### config.mk
export PLATFORM = sky130hd
export DESIGN_NAME = mem_fifo_ctrl_flat
export DESIGN_NICKNAME = d
export VERILOG_FILES = /design/src/rtl/mem_fifo_ctrl_pkg.sv /design/src/rtl/mem_fifo_ctrl_if.sv /design/src/rtl/mem_fifo_ctrl_ram.sv /design/src/rtl/mem_fifo_ctrl.sv /design/src/flat_wrapper.sv
export SDC_FILE = /design/constraint.sdc
export NUM_CORES = 1
export LEC_CHECK = 0
export BUFFER_PORTS_ARGS = -buffer_cell sky130_fd_sc_hd__buf_2
export CAP_MARGIN = 15
export CORE_ASPECT_RATIO = 1.2
export CORE_MARGIN = 4
export CORE_UTILIZATION = 30
export CTS_BUF_LIST = sky130_fd_sc_hd__clkbuf_4 sky130_fd_sc_hd__clkbuf_8 sky130_fd_sc_hd__clkbuf_16
export DETAILED_ROUTE_END_ITERATION = 10
export HOLD_SLACK_MARGIN = 0.08
export PLACE_DENSITY = 0.47
export SLEW_MARGIN = 20
export SYNTH_ARGS = -nofsm -noshare
export SYNTH_HDL_FRONTEND = slang
export SYNTH_SLANG_ARGS = --single-unit
### constraint.sdc
create_clock -name Clock -period 5.15 [get_ports Clock]
set_input_delay 0 -clock Clock [delete_from_list [all_inputs] [get_ports Clock]]
set_output_delay 0 -clock Clock [all_outputs]
set_load 0.005 [all_outputs]
### src/rtl/mem_fifo_ctrl_pkg.sv
// Shared types for the RAM-backed first-word-fall-through FIFO controller.
package mem_fifo_pkg;

  typedef enum logic [1:0] {
    S_EMPTY = 2'd0,
    S_ONE   = 2'd1,
    S_TWO   = 2'd2
  } stage_e;

  function automatic int clog2(input int value);
    int r;
    r = 0;
    while ((1 << r) < value) r++;
    return r;
  endfunction

endpackage

### src/rtl/mem_fifo_ctrl_if.sv
// Push/pop handshake bundle between the FIFO controller and its producer/consumer.
interface mem_fifo_ctrl_if #(
  parameter int DATA_WIDTH = 16,
  parameter int ADDR_WIDTH = 3
);
  logic                  iPushValid;
  logic                  oPushReady;
  logic [DATA_WIDTH-1:0] iPushData;
  logic                  oPopValid;
  logic                  iPopReady;
  logic [DATA_WIDTH-1:0] oPopData;
  logic [ADDR_WIDTH+1:0] oCount;
  logic                  oEmpty;
  logic                  oDropped;

  modport master (
    output iPushValid, iPushData, iPopReady,
    input  oPushReady, oPopValid, oPopData, oCount, oEmpty, oDropped
  );

  modport slave (
    input  iPushValid, iPushData, iPopReady,
    output oPushReady, oPopValid, oPopData, oCount, oEmpty, oDropped
  );
endinterface

### src/rtl/mem_fifo_ctrl_ram.sv
// Dual-port RAM with one write port and one registered read port (read-before-write).
module mem_fifo_ctrl_ram #(
  parameter int DATA_WIDTH = 16,
  parameter int ADDR_WIDTH = 3,
  parameter int MEM_SIZE   = 7
) (
  input  logic                  Clock,
  input  logic                  iWriteEnable,
  input  logic [ADDR_WIDTH-1:0] iWriteAddress,
  input  logic [DATA_WIDTH-1:0] iDataIn,
  input  logic [ADDR_WIDTH-1:0] iReadAddress0,
  output logic [DATA_WIDTH-1:0] oDataOut0
);
  logic [DATA_WIDTH-1:0] mem [0:MEM_SIZE];

  always_ff @(posedge Clock) begin
    if (iWriteEnable) begin
      mem[iWriteAddress] <= iDataIn;
    end
    oDataOut0 <= mem[iReadAddress0];
  end
endmodule

### src/rtl/mem_fifo_ctrl.sv
// FWFT FIFO controller around a registered-read dual-port RAM.
// A two-entry head/skid stage hides the RAM read latency from the consumer.
module mem_fifo_ctrl
  import mem_fifo_pkg::*;
#(
  parameter int DATA_WIDTH = 16,
  parameter int ADDR_WIDTH = 3,
  parameter int DEPTH      = 8
) (
  input  logic           Clock,
  input  logic           Reset,
  mem_fifo_ctrl_if.slave bus
);
  localparam int CNT_W = ADDR_WIDTH + 1;
  localparam int OUT_W = ADDR_WIDTH + 2;
  localparam int OCC_W = clog2(3);
  localparam logic [CNT_W-1:0] FULL = CNT_W'(DEPTH);

  stage_e                state;
  stage_e                state_n;
  logic [ADDR_WIDTH-1:0] wr_ptr;
  logic [ADDR_WIDTH-1:0] rd_ptr;
  logic [CNT_W-1:0]      ram_cnt;
  logic [CNT_W-1:0]      ram_cnt_n;
  logic                  inflight;
  logic [DATA_WIDTH-1:0] head;
  logic [DATA_WIDTH-1:0] head_n;
  logic [DATA_WIDTH-1:0] skid;
  logic [DATA_WIDTH-1:0] skid_n;
  logic [DATA_WIDTH-1:0] ram_dout;
  logic [OCC_W-1:0]      occ;
  logic [OCC_W-1:0]      occ_n;
  logic [2:0]            pending;
  logic [OUT_W-1:0]      count_n;
  logic                  push;
  logic                  pop;
  logic                  rd_issue;
  logic                  push_rdy;
  logic                  pop_vld;
  logic [OUT_W-1:0]      count;
  logic                  empty;
  logic                  dropped;

  function automatic logic [OCC_W-1:0] occ_of(input stage_e s);
    case (s)
      S_ONE:   return OCC_W'(1);
      S_TWO:   return OCC_W'(2);
      default: return '0;
    endcase
  endfunction

  assign push    = bus.iPushValid && push_rdy;
  assign pop     = pop_vld && bus.iPopReady;
  assign occ     = occ_of(state);
  assign occ_n   = occ_of(state_n);
  assign pending = 3'(occ) + 3'(inflight);
  // A read is only issued when the stage is guaranteed room for it next cycle.
  assign rd_issue = (ram_cnt != '0) && (pending < (3'd2 + 3'(pop)));

  always_comb begin
    case ({push, rd_issue})
      2'b10:   ram_cnt_n = ram_cnt + CNT_W'(1);
      2'b01:   ram_cnt_n = ram_cnt - CNT_W'(1);
      default: ram_cnt_n = ram_cnt;
    endcase
  end

  assign count_n = OUT_W'(ram_cnt_n) + OUT_W'(rd_issue) + OUT_W'(occ_n);

  // p0: read issue into the RAM's registered read port
  mem_fifo_ctrl_ram #(
    .DATA_WIDTH (DATA_WIDTH),
    .ADDR_WIDTH (ADDR_WIDTH),
    .MEM_SIZE   (DEPTH - 1)
  ) u_ram (
    .Clock         (Clock),
    .iWriteEnable  (push),
    .iWriteAddress (wr_ptr),
    .iDataIn       (bus.iPushData),
    .iReadAddress0 (rd_ptr),
    .oDataOut0     (ram_dout)
  );

  // p1: RAM output captured into head/skid when a read is in flight
  always_comb begin
    state_n = state;
    head_n  = head;
    skid_n  = skid;
    case (state)
      S_EMPTY: begin
        if (inflight) begin
          state_n = S_ONE;
          head_n  = ram_dout;
        end
      end
      S_ONE: begin
        case ({inflight, pop})
          2'b10: begin
            state_n = S_TWO;
            skid_n  = ram_dout;
          end
          2'b01:   state_n = S_EMPTY;
          2'b11:   head_n  = ram_dout;
          default: state_n = S_ONE;
        endcase
      end
      S_TWO: begin
        if (pop) begin
          head_n  = skid;
          state_n = S_ONE;
          if (inflight) begin
            skid_n  = ram_dout;
            state_n = S_TWO;
          end
        end
      end
      default: state_n = S_EMPTY;
    endcase
  end

  always_ff @(posedge Clock) begin
    if (Reset) begin
      state    <= S_EMPTY;
      wr_ptr   <= '0;
      rd_ptr   <= '0;
      ram_cnt  <= '0;
      inflight <= 1'b0;
      head     <= '0;
      push_rdy <= 1'b0;
      pop_vld  <= 1'b0;
      count    <= '0;
      empty    <= 1'b1;
      dropped  <= 1'b0;
    end else begin
      state    <= state_n;
      if (push) wr_ptr <= wr_ptr + ADDR_WIDTH'(1);
      if (rd_issue) rd_ptr <= rd_ptr + ADDR_WIDTH'(1);
      ram_cnt  <= ram_cnt_n;
      inflight <= rd_issue;
      head     <= head_n;
      push_rdy <= (ram_cnt_n != FULL);
      pop_vld  <= (state_n != S_EMPTY);
      count    <= count_n;
      empty    <= (count_n == '0);
      dropped  <= bus.iPushValid && !push_rdy;
    end
  end

  always_ff @(posedge Clock) begin
    skid <= skid_n;
  end

  assign bus.oPushReady = push_rdy;
  assign bus.oPopValid  = pop_vld;
  assign bus.oPopData   = head;
  assign bus.oCount     = count;
  assign bus.oEmpty     = empty;
  assign bus.oDropped   = dropped;
endmodule

### src/flat_wrapper.sv
// flat-port wrapper written by rule: the top's interface ports become plain ports
module mem_fifo_ctrl_flat import mem_fifo_pkg::*;
#(
  parameter int DATA_WIDTH = 16,
  parameter int ADDR_WIDTH = 3,
  parameter int DEPTH      = 8
)
  (Clock, Reset, bus_iPushValid, bus_iPushData, bus_iPopReady, bus_oPushReady, bus_oPopValid, bus_oPopData, bus_oCount, bus_oEmpty, bus_oDropped);
  mem_fifo_ctrl_if #(.DATA_WIDTH(DATA_WIDTH), .ADDR_WIDTH(ADDR_WIDTH)) bus_i ();
  input  logic Clock;
  input  logic Reset;
  input wire logic [$bits(bus_i.iPushValid)-1:0] bus_iPushValid;
  input wire logic [$bits(bus_i.iPushData)-1:0] bus_iPushData;
  input wire logic [$bits(bus_i.iPopReady)-1:0] bus_iPopReady;
  output wire logic [$bits(bus_i.oPushReady)-1:0] bus_oPushReady;
  output wire logic [$bits(bus_i.oPopValid)-1:0] bus_oPopValid;
  output wire logic [$bits(bus_i.oPopData)-1:0] bus_oPopData;
  output wire logic [$bits(bus_i.oCount)-1:0] bus_oCount;
  output wire logic [$bits(bus_i.oEmpty)-1:0] bus_oEmpty;
  output wire logic [$bits(bus_i.oDropped)-1:0] bus_oDropped;
  assign bus_i.iPushValid = bus_iPushValid;
  assign bus_i.iPushData = bus_iPushData;
  assign bus_i.iPopReady = bus_iPopReady;
  assign bus_oPushReady = bus_i.oPushReady;
  assign bus_oPopValid = bus_i.oPopValid;
  assign bus_oPopData = bus_i.oPopData;
  assign bus_oCount = bus_i.oCount;
  assign bus_oEmpty = bus_i.oEmpty;
  assign bus_oDropped = bus_i.oDropped;
  mem_fifo_ctrl #(.DATA_WIDTH(DATA_WIDTH), .ADDR_WIDTH(ADDR_WIDTH), .DEPTH(DEPTH)) u_core (.Clock(Clock), .Reset(Reset), .bus(bus_i));
endmodule
Word-level counts from Yosys, hierarchy flattened
Memories as Yosys holds them, arrays and structs flattened. A register that Yosys moved wholly into a read port is not among the register bits.
Index checks and enable logic that the tools add are counted.
{"block": "totals", "n_memories": 1, "elab_cells": 67, "inputBits": 20, "mem_bits_rw": 128, "regBits": 54, "out_inout_bits": 25}
{"block": "classes", "mux": 17, "eq_ne": 15, "n_reduce_logical": 13, "n_addsub": 8, "magnitude_cmp": 1}
{"memory": "u_core.u_ram.mem", "words": 8, "width": 16, "rd": 1, "rd_ports_with_merged_regs": 1, "wr": 1, "line_no": "mem_fifo_ctrl_ram.sv:14", "source": "logic [DATA_WIDTH-1:0] mem [0:MEM_SIZE];"}
{"cell": "16-bit two-way mux", "n": 5}
{"cell": "16-bit case mux with 3 select lines", "n": 1}
{"cell": "16-bit case mux with 2 select lines", "n": 1}
{"cell": "2-bit case mux with 3 select lines", "n": 2}
{"cell": "2-bit equality test (second input constant)", "n": 5}
{"cell": "2-bit by 1-bit equality test with 1-bit output (second input constant)", "n": 4}
{"cell": "2-bit by 1-bit != test with 1-bit output (second input constant)", "n": 4}
{"cell": "2-bit case mux with 2 select lines", "n": 2}
{"cell": "4-bit case mux with 2 select lines", "n": 1}
{"cell": "4-bit AND reduction", "n": 2}
{"cell": "3-bit by 1-bit adder with 3-bit output (second input constant)", "n": 2}
{"cell": "2-bit two-way mux", "n": 3}
{"cell": "4-bit by 1-bit adder with 5-bit output", "n": 1}
{"cell": "5-bit by 2-bit adder with 5-bit output", "n": 1}
{"cell": "5-bit logical NOT", "n": 1}
{"cell": "4-bit by 1-bit adder with 4-bit output (second input constant)", "n": 1}
{"cell": "1-bit logical AND", "n": 4}
{"cell": "4-bit != test (second input constant)", "n": 1}
{"cell": "2-bit nonzero test", "n": 2}
{"cell": "4-bit nonzero test", "n": 1}
{"cell": "4-bit by 1-bit subtractor with 4-bit output (second input constant)", "n": 1}
{"cell": "2-bit by 1-bit adder with 3-bit output", "n": 1}
{"cell": "2-bit by 1-bit adder with 3-bit output (first input constant)", "n": 1}
{"cell": "3-bit < comparator", "n": 1}
{"cell": "other kinds (5)", "n": 6}

Depth between registers and ports, before layout
{"block": "depth", "word_depth": 10, "ltp_mapped": 13, "mapped_depth_nobuf": 12}

By module
A second synthesis with hierarchy kept.
{"block": "hier_totals", "hier_cells": 435, "hier_area_um2": 7556.0}
{"module": "mem_fifo_ctrl_ram", "area_per_inst_um2": 5293.8, "seq_area_each_um2": 4164.0, "cells_per_inst": 214, "instances": 1}
{"module": "mem_fifo_ctrl", "area_per_inst_um2": 2262.2, "seq_area_each_um2": 1241.2, "cells_per_inst": 221, "instances": 1}

Worst setup path after synthesis
Ideal clock, no wire load.
{"block": "synth_timing", "path_type": "register to register", "from": "register u_core.state[1]", "to": "register u_core.empty (netlist: u_core.bus.oEmpty)", "setup_time_ps": 58, "path_stages_with_launch": 14, "path_buffers": 2, "t_arrival_ps": 3698, "t_required_ps": 5092, "path_slack_ps": 1394, "cell_sequence": "dfxtp_1 > nor2b_1 > buf_2 > buf_2 > ha_1 > and2_1 > nor3_2 > ha_1 > xnor2_1 > ha_1 > a21o_1 > fa_1 > a2111oi_2 > a21o_1"}
{"block": "synth_via", "elab_chain_cells": 10, "elab_cells_between_ends": 20}
{"element": "from (decl)", "line_no": "mem_fifo_ctrl.sv:19", "source": "stage_e state;"}
{"element": "from (signal assigned)", "line_no": "mem_fifo_ctrl.sv:135", "source": "state <= state_n;"}
{"element": "2-bit equality test / 2-bit by 1-bit equality test with 1-bit output (equally long branches)", "line_no": "mem_fifo_ctrl.sv:45", "source": "case (s)"}
{"element": "2-bit case mux with 2 select lines (*)", "line_no": "mem_fifo_ctrl.sv:45"}
{"element": "2-bit by 1-bit adder with 3-bit output (*)", "line_no": "mem_fifo_ctrl.sv:56", "source": "assign pending = 3'(occ) + 3'(inflight);"}
{"element": "3-bit < comparator (*)", "line_no": "mem_fifo_ctrl.sv:58", "source": "assign rd_issue = (ram_cnt != '0) && (pending < (3'd2 + 3'(pop)));"}
{"element": "1-bit logical AND (*)", "line_no": "mem_fifo_ctrl.sv:58"}
{"element": "2-bit by 1-bit equality test with 1-bit output / 2-bit equality test (equally long branches)", "line_no": "mem_fifo_ctrl.sv:61", "source": "case ({push, rd_issue})"}
{"element": "4-bit case mux with 2 select lines (*)", "line_no": "mem_fifo_ctrl.sv:61"}
{"element": "net u_core.ram_cnt_n[0]", "line_no": "mem_fifo_ctrl.sv:24", "source": "logic [CNT_W-1:0] ram_cnt_n;"}
{"element": "4-bit by 1-bit adder with 5-bit output (*)", "line_no": "mem_fifo_ctrl.sv:68", "source": "assign count_n = OUT_W'(ram_cnt_n) + OUT_W'(rd_issue) + OUT_W'(occ_n);"}
{"element": "5-bit by 2-bit adder with 5-bit output (*)", "line_no": "mem_fifo_ctrl.sv:68"}
{"element": "net u_core.count_n[1]", "line_no": "mem_fifo_ctrl.sv:34", "source": "logic [OUT_W-1:0] count_n;"}
{"element": "5-bit logical NOT (*)", "line_no": "mem_fifo_ctrl.sv:144", "source": "empty <= (count_n == '0);"}
{"element": "to (signal assigned)", "line_no": "mem_fifo_ctrl.sv:144"}
{"element": "to (decl)", "line_no": "mem_fifo_ctrl.sv:41", "source": "logic empty;"}
Mark *: on every way through the listed nets, which the timed path passes. The rest lies on a longest branch.
A chain may end at the register's enable or synchronous reset.

Worst setup path after layout
Ends and elaborated chain as after synthesis.

==> impl_metrics.tcl <==
set metrics [dict create \
    switching_share_pct 30.8 \
    via_count 3656 \
    clk_latency_ns 0.43 \
    grt_max_degree 37 \
    ys_warn_count 0 \
    diodes 0 \
    hold_viol 0 \
    place_ws_ns 1.29 \
    drcViolationCount 0 \
    cts_root_buf "clkbuf_16" \
    critPathKind "flop to flop" \
    max_stage_delay_ns 0.48 \
    pwr-share-comb_pct 28.9 \
    ys_seq_elements 198 \
    synthesis.nets 441 \
    grt_use_total_pct 10.4 \
    path_cells "nor2b_2 -> buf_4 -> ha_1 -> and2_1 -> nor3_2 -> ha_1 -> xnor2_1 -> ha_1 -> a21o_1 -> fa_1 -> a2111oi_2 -> a21o_1" \
    slew_violations 0 \
    antenna_found_initial 0 \
    cts_setup_buffers 0 \
    r2r_slack_ns 1.28 \
    final_common_cell "edfxtp_1" \
    synthArstFlopShare_pct 0 \
    yosysSeqAreaShare_pct 72.5 \
    ctsResizeCount 0 \
    min_period_ns 3.87 \
    cts_buffer_depth 2 \
    drv_cap 0 \
    die_width_um 152 \
    tritoncts "done" \
    syn_to_final_growth_pct 19.9 \
    routedWlPerCell_um 16.4 \
    drive_gt1_share_pct 30.6 \
    grt_pass1_wl_um 21900 \
    peakVddDrop_v 0.000184 \
    fillers 2290 \
    power.internal_mw 3.33 \
    pwr-share-clk_pct 27.1 \
    final_nets 513 \
    ios 45 \
    hpwl_um 8300 \
    rsz0062_at_grt "false" \
    cts.sinks 198 \
    grt_pass1_vias 3878 \
    holdPathStages 2 \
    outcome "finished clean" \
    clock_skew_ns 0.0119 \
    p_per_area_mw_per_mm2 538 \
    final_cell_mix "144 x edfxtp_1, 53 x dfxtp_1, 44 x buf_2" \
    finalSetupViolCount 0 \
    synth_edf_count 144 \
    syn_avg_cell_area_um2 18.1 \
    crit_path_start_kind "flop" \
    syn_area_mm2 0.00745 \
    start_util_pct 30.8 \
    max_slew_margin_pct 34.1 \
    gp_congestion 0.686 \
    synth.distinct_cells 41 \
    dr.pass1.iters 4 \
    core_area_mm2 0.0242 \
    worst_slack_ns 1.28 \
    fmax_ghz 0.259 \
    crit_slowest_cell "nor3_2" \
    viasPerCell 4.47 \
    postCtsHoldBufs 19 \
    synth_cells 412 \
    leakagePower_nw 3.00 \
    htreeDepth 4 \
    setup-tns-final_ns 0 \
    worstMarginPinSlew_ns 0.988 \
    crit_top_cell "ha_1" \
    clk_pin_slew_ns 0.08 \
    cp_max_fo 20 \
    netSwitchingPower_mw 1.48 \
    reg2reg_depth 12 \
    cp.required_ns 5.52 \
    period_share_pct 75.1 \
    end_kind "flop" \
    die_h_um 181 \
    std_cell_rows 62 \
    numCtsBuffers 17 \
    synth_ff_type "edfxtp_1" \
    hold_path.class "primary input to flop" \
    die_area_mm2 0.0274 \
    seqPwrFrac_pct 44.0 \
    drt_first_iter_violations 166 \
    critPathArrivalTime_ns 4.24 \
    io_buffers 44 \
    grt.overflow.total 0 \
    wirelength_um 13400 \
    postRouteAntennaNets 0 \
]
-- cell type report --
class                   count  area (um^2)  area share, %
flip-flops and latches    198         5410           60.5
multi-input cells         191         2000           22.4
repair buffers             74          515           5.77
clock buffers              17          425           4.76
well taps                 320          400           4.48
clock inverters            15          178           1.99
inverters                   2         7.51         0.0840
-- state kept, by name, indices dropped and copies added (netlist names), 2 cells and up --
register,cells
u_core.skid,16
u_core.rd_ptr,3
u_core.state,2
u_core.ram_cnt,4
u_core.bus.oPopData,16
u_core.u_ram.oDataOut0,16
u_core.bus.oCount,5
u_core.u_ram.mem,128
u_core.wr_ptr,3
-- cells in the mapped netlist (2+ instances only) --
cell type	n	area (um^2)
a211oi_1	17	128
a21o_1	3	22.5
a21oi_1	5	25.0
and2_1	2	12.5
buf_1	4	15.0
buf_2	5	25.0
clkbuf_1	11	41.3
dfxtp_1	54	1080
edfxtp_1	144	4320
ha_1	8	100
inv_1	2	7.51
mux2_2	17	191
mux2i_1	19	190
mux4_2	32	721
nand2_1	10	37.5
nand2b_1	3	18.8
nand3b_1	2	15.0
nor2_1	28	105
nor2b_1	9	56.3
nor3_1	6	30.0
nor3b_1	2	15.0
nor4_1	2	12.5
xnor2_1	5	43.8
xor2_1	5	43.8
-- critical path, delay by kind of cell (launching register included) --
family / cells / cell delay (ns)
flip-flops: 1 / 0.37
AND/OR/NAND/NOR: 3 / 0.80
buffers and inverters: 1 / 0.30
adder cells (fa/ha/maj): 4 / 1.51
AO/OA/AOI/OAI: 3 / 0.56
XOR/XNOR: 1 / 0.26
-- metrics by stage --
stage / utilization (%) / cell area (um^2) / hold WS (ns) / total power, mW / instances
2_1_floorplan: - / 7450 / 0.0989 / 3.18 / 412
3_3_place_gp: 33.5 / 8100 / 0.262 / 3.52 / 763
3_5_place_dp: 33.5 / 8100 / 0.271 / 3.56 / 763
4_1_cts: 36.7 / 8890 / 0.353 / 4.89 / 814
5_1_grt: 36.9 / 8940 / 0.375 / 5.13 / 817
6_report: 36.9 / 8940 / 0.369 / 4.81 / 817
-- path summary, 6_finish.rpt --
path / startpoint / end
hold / removal: bus_iPushData[7] / u_core.u_ram.mem[1][7]$_DFFE_PP_
setup / recovery: u_core.state[1]$_SDFF_PP0_ / u_core.bus.oEmpty$_SDFF_PP1_
hold reg to reg: u_core.u_ram.oDataOut0[12]$_DFF_P_ / u_core.skid[12]$_DFFE_PP_
setup reg to reg: u_core.state[1]$_SDFF_PP0_ / u_core.bus.oEmpty$_SDFF_PP1_
-- power by group through the flow --
stage	clock [mW]	sequential [mW]	combinational, mW
2_1_floorplan	0	2.09	1.09
3_3_place_gp	0	2.15	1.37
3_5_place_dp	0	2.16	1.40
5_1_grt	1.42	2.15	1.57
6_report	1.30	2.12	1.39
4_1_cts	1.35	2.12	1.42
-- metal layers --
| metal | part of all wire (%) | GRT usage [%] | vias up |
|---|---|---|---|
| met3 | 3.2 | 3.05 | 13 |
| met1 | 45 | 13.1 | 1830 |
| met2 | 50 | 17.1 | 56 |
| met5 | 0 | 0 | - |
| li1 | - | - | 1757 |
| met4 | 1.4 | 3.49 | 0 |
-- cell families (layout without fill, tap and decap cells) --
| logic type | after synthesis | count (layout) | synth area share [%] |
|---|---|---|---|
| buf+inv | 23 | 108 | 1.34 |
| compound gates | 32 | 32 | 3.42 |
| mux | 68 | 68 | 14.8 |
| xor+xnor | 11 | 11 | 1.39 |
| simple gates | 71 | 71 | 4.93 |
| flops | 198 | 198 | 72.5 |
| fa+ha+maj | 9 | 9 | 1.61 |
Power figures use the tool's default switching activity.
